## config.mk

```make
export PLATFORM = sky130hd
export DESIGN_NAME = aes_round_ctrl
export DESIGN_NICKNAME = d
export VERILOG_FILES = /design/src/rtl/aes_pkg.sv /design/src/rtl/aes_round.sv /design/src/rtl/mix_columns.sv /design/src/rtl/aes_round_ctrl.sv
export SDC_FILE = /design/constraint.sdc
export NUM_CORES = 2
export LEC_CHECK = 0
export CAP_MARGIN = 30
export CELL_PAD_IN_SITES_DETAIL_PLACEMENT = 1
export CELL_PAD_IN_SITES_GLOBAL_PLACEMENT = 1
export CORE_MARGIN = 8
export CORE_UTILIZATION = 37
export CTS_BUF_LIST = sky130_fd_sc_hd__clkbuf_16
export DETAILED_ROUTE_END_ITERATION = 10
export PLACE_DENSITY_LB_ADDON = 0.1
export RECOVER_POWER = 25
export SKIP_CTS_REPAIR_TIMING = 1
export SLEW_MARGIN = 20
export SYNTH_ARGS = -nofsm -noshare
export SYNTH_HDL_FRONTEND = slang
export SYNTH_HIERARCHICAL = 1
export SYNTH_SLANG_ARGS = --single-unit
```

## constraint.sdc

```tcl
create_clock -name clk -period 5.4 [get_ports clk]
set_input_delay 1.08 -clock clk [delete_from_list [all_inputs] [get_ports clk]]
set_output_delay 1.08 -clock clk [all_outputs]
set_load 0.01 [all_outputs]
```

## src/rtl/aes_pkg.sv

```systemverilog
// Shared AES constants, FSM state type and byte/column helpers for the iterative round core.
package aes_pkg;

  localparam int unsigned NR_128 = 10;
  localparam int unsigned NR_192 = 12;
  localparam int unsigned NR_256 = 14;

  typedef enum logic [1:0] {
    StIdle,
    StRound,
    StFinal,
    StDone
  } aes_fsm_e;

  // Forward S-box; entry 0 sits in the top byte.
  localparam logic [2047:0] SboxTable = {
    128'h637c777bf26b6fc53001672bfed7ab76, 128'hca82c97dfa5947f0add4a2af9ca472c0,
    128'hb7fd9326363ff7cc34a5e5f171d83115, 128'h04c723c31896059a071280e2eb27b275,
    128'h09832c1a1b6e5aa0523bd6b329e32f84, 128'h53d100ed20fcb15b6acbbe394a4c58cf,
    128'hd0efaafb434d338545f9027f503c9fa8, 128'h51a3408f929d38f5bcb6da2110fff3d2,
    128'hcd0c13ec5f974417c4a77e3d645d1973, 128'h60814fdc222a908846eeb814de5e0bdb,
    128'he0323a0a4906245cc2d3ac629195e479, 128'he7c8376d8dd54ea96c56f4ea657aae08,
    128'hba78252e1ca6b4c6e8dd741f4bbd8b8a, 128'h703eb5664803f60e613557b986c11d9e,
    128'he1f8981169d98e949b1e87e9ce5528df, 128'h8ca1890dbfe6426841992d0fb054bb16
  };

  function automatic logic [7:0] sbox(input logic [7:0] b);
    return SboxTable[{~b, 3'b111} -: 8];
  endfunction

  // Byte i of a 128-bit block, byte 0 at [127:120].
  function automatic logic [7:0] get_byte(input logic [127:0] s, input logic [3:0] i);
    return s[{~i, 3'b111} -: 8];
  endfunction

  // Column c of a 128-bit block, column 0 at [127:96].
  function automatic logic [31:0] get_col(input logic [127:0] s, input logic [1:0] c);
    return s[{~c, 5'b11111} -: 32];
  endfunction

  function automatic logic [7:0] xtime(input logic [7:0] b);
    return {b[6:0], 1'b0} ^ (b[7] ? 8'h1b : 8'h00);
  endfunction

endpackage

```

## src/rtl/aes_round.sv

```systemverilog
// One combinational AES round; i_final bypasses MixColumns for the last round.
module aes_round
  import aes_pkg::*;
(
  input  logic [127:0] i_state,
  input  logic [127:0] i_round_key,
  input  logic         i_final,
  output logic [127:0] o_state
);

  logic [127:0] w_sub;
  logic [127:0] w_shift;
  logic [127:0] w_mix;

  always_comb begin
    w_sub = '0;
    for (int i = 0; i < 16; i++) begin
      w_sub[127 - 8*i -: 8] = sbox(get_byte(i_state, 4'(i)));
    end
  end

  // Row r of column c takes row r of column (c + r) mod 4.
  always_comb begin
    w_shift = '0;
    for (int c = 0; c < 4; c++) begin
      for (int r = 0; r < 4; r++) begin
        w_shift[127 - 8*(4*c + r) -: 8] = get_byte(w_sub, 4'(4*((c + r) % 4) + r));
      end
    end
  end

  mix_columns u_mix_columns (
    .i_state(w_shift),
    .o_state(w_mix)
  );

  assign o_state = (i_final ? w_shift : w_mix) ^ i_round_key;

endmodule

```

## src/rtl/mix_columns.sv

```systemverilog
// MixColumns over all four 32-bit columns of the AES state.
module mix_columns
  import aes_pkg::*;
(
  input  logic [127:0] i_state,
  output logic [127:0] o_state
);

  function automatic logic [31:0] mix_col(input logic [31:0] a);
    logic [7:0] a0, a1, a2, a3;
    {a0, a1, a2, a3} = a;
    return {xtime(a0) ^ xtime(a1) ^ a1 ^ a2 ^ a3,
            a0 ^ xtime(a1) ^ xtime(a2) ^ a2 ^ a3,
            a0 ^ a1 ^ xtime(a2) ^ xtime(a3) ^ a3,
            xtime(a0) ^ a0 ^ a1 ^ a2 ^ xtime(a3)};
  endfunction

  assign o_state = {mix_col(get_col(i_state, 2'd0)), mix_col(get_col(i_state, 2'd1)),
                    mix_col(get_col(i_state, 2'd2)), mix_col(get_col(i_state, 2'd3))};

endmodule

```

## src/rtl/aes_round_ctrl.sv

```systemverilog
// Iterative AES encryption controller: one round per clock over a single 128-bit state register,
// valid/ready on both sides, round keys fetched combinationally by index from an external store.
module aes_round_ctrl
  import aes_pkg::*;
#(
  parameter int unsigned NR       = NR_128,
  parameter int unsigned RK_IDX_W = 4
) (
  input  logic                clk,
  input  logic                rst,
  input  logic                in_valid,
  output logic                in_ready,
  input  logic [127:0]        data_in,
  output logic [RK_IDX_W-1:0] rk_idx,
  input  logic [127:0]        round_key,
  output logic                out_valid,
  input  logic                out_ready,
  output logic [127:0]        data_out,
  output logic                busy
);

  localparam logic [RK_IDX_W-1:0] LastRound = RK_IDX_W'(NR - 1);
  localparam logic [RK_IDX_W-1:0] FinalIdx  = RK_IDX_W'(NR);

  aes_fsm_e              r_fsm;
  logic [RK_IDX_W-1:0]   r_round;
  logic [127:0]          r_state;
  logic                  r_in_ready;
  logic                  r_out_valid;
  logic                  r_busy;
  logic [127:0]          w_next;

  aes_round u_aes_round (
    .i_state    (r_state),
    .i_round_key(round_key),
    .i_final    (r_fsm == StFinal),
    .o_state    (w_next)
  );

  always_comb begin
    rk_idx = '0;
    unique case (r_fsm)
      StRound: rk_idx = r_round;
      StFinal: rk_idx = FinalIdx;
      default: rk_idx = '0;
    endcase
  end

  always_ff @(posedge clk) begin
    if (rst) begin
      r_fsm       <= StIdle;
      r_round     <= '0;
      r_state     <= '0;
      r_in_ready  <= 1'b1;
      r_out_valid <= 1'b0;
      r_busy      <= 1'b0;
    end else begin
      unique case (r_fsm)
        StIdle: begin
          if (in_valid && r_in_ready) begin
            r_state    <= data_in ^ round_key;
            r_round    <= RK_IDX_W'(1);
            r_fsm      <= StRound;
            r_in_ready <= 1'b0;
            r_busy     <= 1'b1;
          end
        end
        StRound: begin
          r_state <= w_next;
          r_round <= r_round + RK_IDX_W'(1);
          if (r_round == LastRound) r_fsm <= StFinal;
        end
        StFinal: begin
          r_state     <= w_next;
          r_fsm       <= StDone;
          r_out_valid <= 1'b1;
        end
        StDone: begin
          // No bypass to a new accept: in_ready returns only after the handshake edge.
          if (out_ready) begin
            r_fsm       <= StIdle;
            r_out_valid <= 1'b0;
            r_busy      <= 1'b0;
            r_in_ready  <= 1'b1;
          end
        end
        default: r_fsm <= StIdle;
      endcase
    end
  end

  assign in_ready  = r_in_ready;
  assign out_valid = r_out_valid;
  assign busy      = r_busy;
  assign data_out  = r_state;

endmodule
```

==> run summary <==
## Run status
* run status: complete, but fails checks
* violated checks: capacitance limit, slew limit, setup timing

## Routing
* detailed-route wire length: 453 mm
* drt initial violations: 15400
* antenna viol nets, final: 0
* number of iterations in the first detailed-routing pass: 8
* number of vias per cell after detailed routing: 7.36
* average detailed-routed wire length per instance: 35.8 µm
* via count of the routed design: 93100
* number of design rule violations left after detail routing: 0

## Critical path
* cells along the critical path: buf_12 -> ha_1 -> nor2_1 -> nor3_1 -> nor3_1 -> a2111oi_0 -> buf_4 -> nor3_1 -> a21o_1 -> xnor2_1 -> xor2_1 -> mux2i_1 -> buf_4 -> xnor2_1 -> nand2_1 -> o21ai_0 -> a22o_1
* launching element type of the critical path: flip-flop
* CP Capture Type: flip-flop
* type of the worst setup path: reg -> reg
* biggest fanout along the worst timing path: 32
* Crit path arrival time: 5860 ps
* start point of the critical path: data_out[33]
* worst-path cell with the longest stage delay: a2111oi_0
* CP required: 5860 ps
* dominant cell type by count on the critical path: nor3_1
* delay of the slowest cell on the worst path: 740 ps
* R2R Path Start: data_out[33]

## Layout
* layout cells sized above 1: 13.3%
* final-stage net count: 10600
* post-route insts no fill: 12700
* layout-stage area growth over the synthesis result: 13.4%

## Floorplanning
* num rows: 159
* die width: 451 µm
* core footprint: 0.188 mm²
* die height: 451 µm
* effective utilization at floorplan: 37.3%
* Die Area: 0.203 mm²
* number of placed I/O pins: 395

## STA
* RSZ-0062 raised after global routing: false
* maximum frequency from static timing analysis: 185 MHz
* Final Max Tran Viols: 109
* Slew Limit Headroom: -16.8%
* Setup-failing EPs final: 1
* crit path time final: 5400 ps
* final worst clock skew: 25.3 ps
* Hold Vio Cnt, Final: 0
* sum of negative setup slack: -1.16 ps
* final clock period utilization by the worst path: 100%
* worst hold slack: 540 ps
* transition time at the pin with the least slew margin: 1750 ps
* smallest setup slack after layout: -1.16 ps

## Place
* number of cells in the design after placement: 12600
* number of port buffers: 394
* final weighted congestion in routability-driven placement: 1.09
* detailed placer's ending HPWL: 336 mm

## Hold path
* class of the tightest hold or removal check: reg -> reg
* Hold Startpoint: r_round[1]

## Synthesis
* Avg Inst Size Synth: 6.91 µm²
* largest area contributor in the synthesized netlist: o21ai_0
* Post-synth EDFFs: 0
* yosys warns: 6
* post-synthesis adder-cell area fraction: 4.20%
* leading cell types by total area after synthesis: o21ai_0 5.4%, mux4_2 5.0%, a21oi_1 4.9%, nand2_1 4.5%, xnor3_1 4.4%
* synthesized area: 0.0700 mm²
* area share of xor/xnor cells in the synthesized design: 11.0%
* share of the synthesized area in compound gates (AO/OA/AOI/OAI): 38.4%
* combinational family with the most area after synthesis: compound AO/OA/AOI/OAI gates
* number of distinct library cell variants in the gate-level netlist after synthesis: 101
* async set-reset flop share out of synthesis: 0%
* Syn Inst Count: 10100
* simple logic cell fraction of the synthesized area: 25.5%
* mux cell area share after synthesis: 8.28%
* part of the Yosys area used for sequential elements: 3.92%
* post-synthesis sequential element count: 137
* predominant post-synthesis flop cell: dfxtp_1
* Net Count, Synth: 10600
* fraction of synthesized cell area taken by the top area cell type: 5.41%

## Job
* number of maximum-capacitance violations: 4

## Clocking
* clock-pin slew on the worst setup and hold paths: 90 ps
* root buffer cell: clkbuf_16
* clock net sink count: 137
* H-tree depth: 4
* number of buffers on the longest clock path: 2
* CTS tree: yes
* Clk Latency, worst-skew pair: 580 ps
* clock buffer count from CTS: 17

## Global route
* maximum number of pins on one net before global-route repair: 142
* global-route wire length before repair: 650 mm
* total global routing overflow: 0
* vias in the first global route: 89100
* antenna violations before repair: 14
* overall routing resource usage: 41.5%

==> area by class of cell <==
| cell class | instances | area [µm²] |
|---|---|---|
| Inverter | 203 | 767 |
| Fill cell | 23600 | 108000 |
| Timing Repair Buffer | 1221 | 10600 |
| Tap cell | 2495 | 3120 |
| Clock buffer | 17 | 425 |
| Sequential cell | 137 | 2890 |
| Antenna cell | 13 | 32.5 |
| Clock inverter | 15 | 176 |
| Multi-Input combinational cell | 8552 | 61300 |
==> cell usage in the layout (no fill, tap or decap), drive strengths merged, types with 57 or more instances in the layout <==
| master | netlist | final |
|---|---|---|
| xor2 | 130 | 130 |
| a21oi | 691 | 691 |
| o221ai | 82 | 82 |
| buf | 528 | 818 |
| nor3 | 301 | 301 |
| o22ai | 59 | 59 |
| xnor2 | 285 | 285 |
| or3 | 71 | 71 |
| and2 | 123 | 123 |
| o2111ai | 73 | 73 |
| a311oi | 180 | 180 |
| mux2i | 162 | 162 |
| o31ai | 140 | 140 |
| a2111oi | 74 | 74 |
| nand2 | 842 | 842 |
| a22o | 138 | 138 |
| ha | 235 | 235 |
| a31oi | 219 | 219 |
| mux4 | 155 | 155 |
| clkdlybuf4s50 | 0 | 373 |
| o211ai | 202 | 202 |
| dfxtp | 137 | 137 |
| a21o | 57 | 57 |
| nand3 | 340 | 340 |
| nor3b | 65 | 65 |
| o21ai | 756 | 756 |
| xnor3 | 138 | 138 |
| o311ai | 208 | 208 |
| nor2 | 656 | 656 |
| mux2 | 60 | 60 |
| inv | 179 | 183 |
| a221oi | 101 | 101 |
| nand2b | 347 | 347 |
| a211oi | 178 | 178 |
| nor2b | 388 | 388 |
| a311o | 58 | 58 |
| or2 | 112 | 112 |
| and3 | 71 | 71 |
==> worst paths after layout <==
| kind | end | slack, ps | cells after the start |
|---|---|---|---|
| worst min register to register | r_round[1] | 540 | 2 |
| worst max-delay path | data_out[18] | -1 | 17 |
| worst max register to register | data_out[18] | -1 | 17 |
| worst min-delay path | r_round[1] | 540 | 2 |
==> critical path: cells and delay by family, from the launching register on <==
family | cells | cell delay [ps]
DFF | 1 | 600
AOI/OAI and AO/OA | 4 | 1740
adders and majority gates | 1 | 530
xor gates and xnor gates | 3 | 630
muxes | 1 | 100
and+or+nand+nor | 5 | 970
buffers and inverters | 3 | 730
==> registers in the layout, summed over array words and instances, names as in the netlist <==
| name | count |
|---|---|
| r_round | 4 |
| out_valid | 1 |
| in_ready | 1 |
| busy | 1 |
| r_fsm | 2 |
| data_out | 128 |
==> Yosys cell counts, types with 71 or more instances <==
master     instances
or3_1             71
mux2i_1          162
a22o_1           138
o311ai_0         206
nor2_1           655
o31ai_1          140
clkbuf_1         712
xnor3_1          138
nand2_1          841
o211ai_1         202
a221oi_1         100
dfxtp_1          137
o2111ai_1         73
a31oi_1          219
a2111oi_0         74
buf_2            368
mux4_2           155
and2_1           110
inv_1            169
or2_2            110
xor2_1           129
a211oi_1         178
ha_1             235
nand2b_1         347
nand3_1          339
and3_1            71
o221ai_1          82
buf_1            118
nor2b_1          388
a21oi_1          691
a311oi_1         180
o21ai_0          756
nor3_1           301
xnor2_1          277
==> per-layer routing <==
| layer | vias up | global-route usage, % | share of wire [%] |
|---|---|---|---|
| met4 | 6 | 25.7 | 7.8 |
| met1 | 45900 | 53.6 | 39 |
| met2 | 7015 | 62.7 | 42 |
| li1 | 38600 | - | - |
| met5 | - | 0 | 0.011 |
| met3 | 1548 | 9.06 | 11 |
==> logic make-up after synthesis <==
| kind of cell | after synthesis |
|---|---|
| multiplexers | 377 |
| flip-flops | 137 |
| AND/OR/NAND/NOR | 3523 |
| adder cells (fa/ha/maj) | 235 |
| AO/OA/AOI/OAI | 3827 |
| XOR/XNOR | 590 |
| buffers and inverters | 1444 |
==> per-stage QoR <==
step	instance area (µm²)	setup slack, ps	util, %
after floorplan	70000	635	-
after global placement	78600	77.4	41.8
after detailed placement	78600	70.9	41.9
after CTS	79200	78.9	42.2
after global routing	79300	0.571	42.2
final	79300	-1.16	42.2
Power is not shown: default switching activity piles up to over one toggle a cycle in this logic, so the estimate is an artifact.
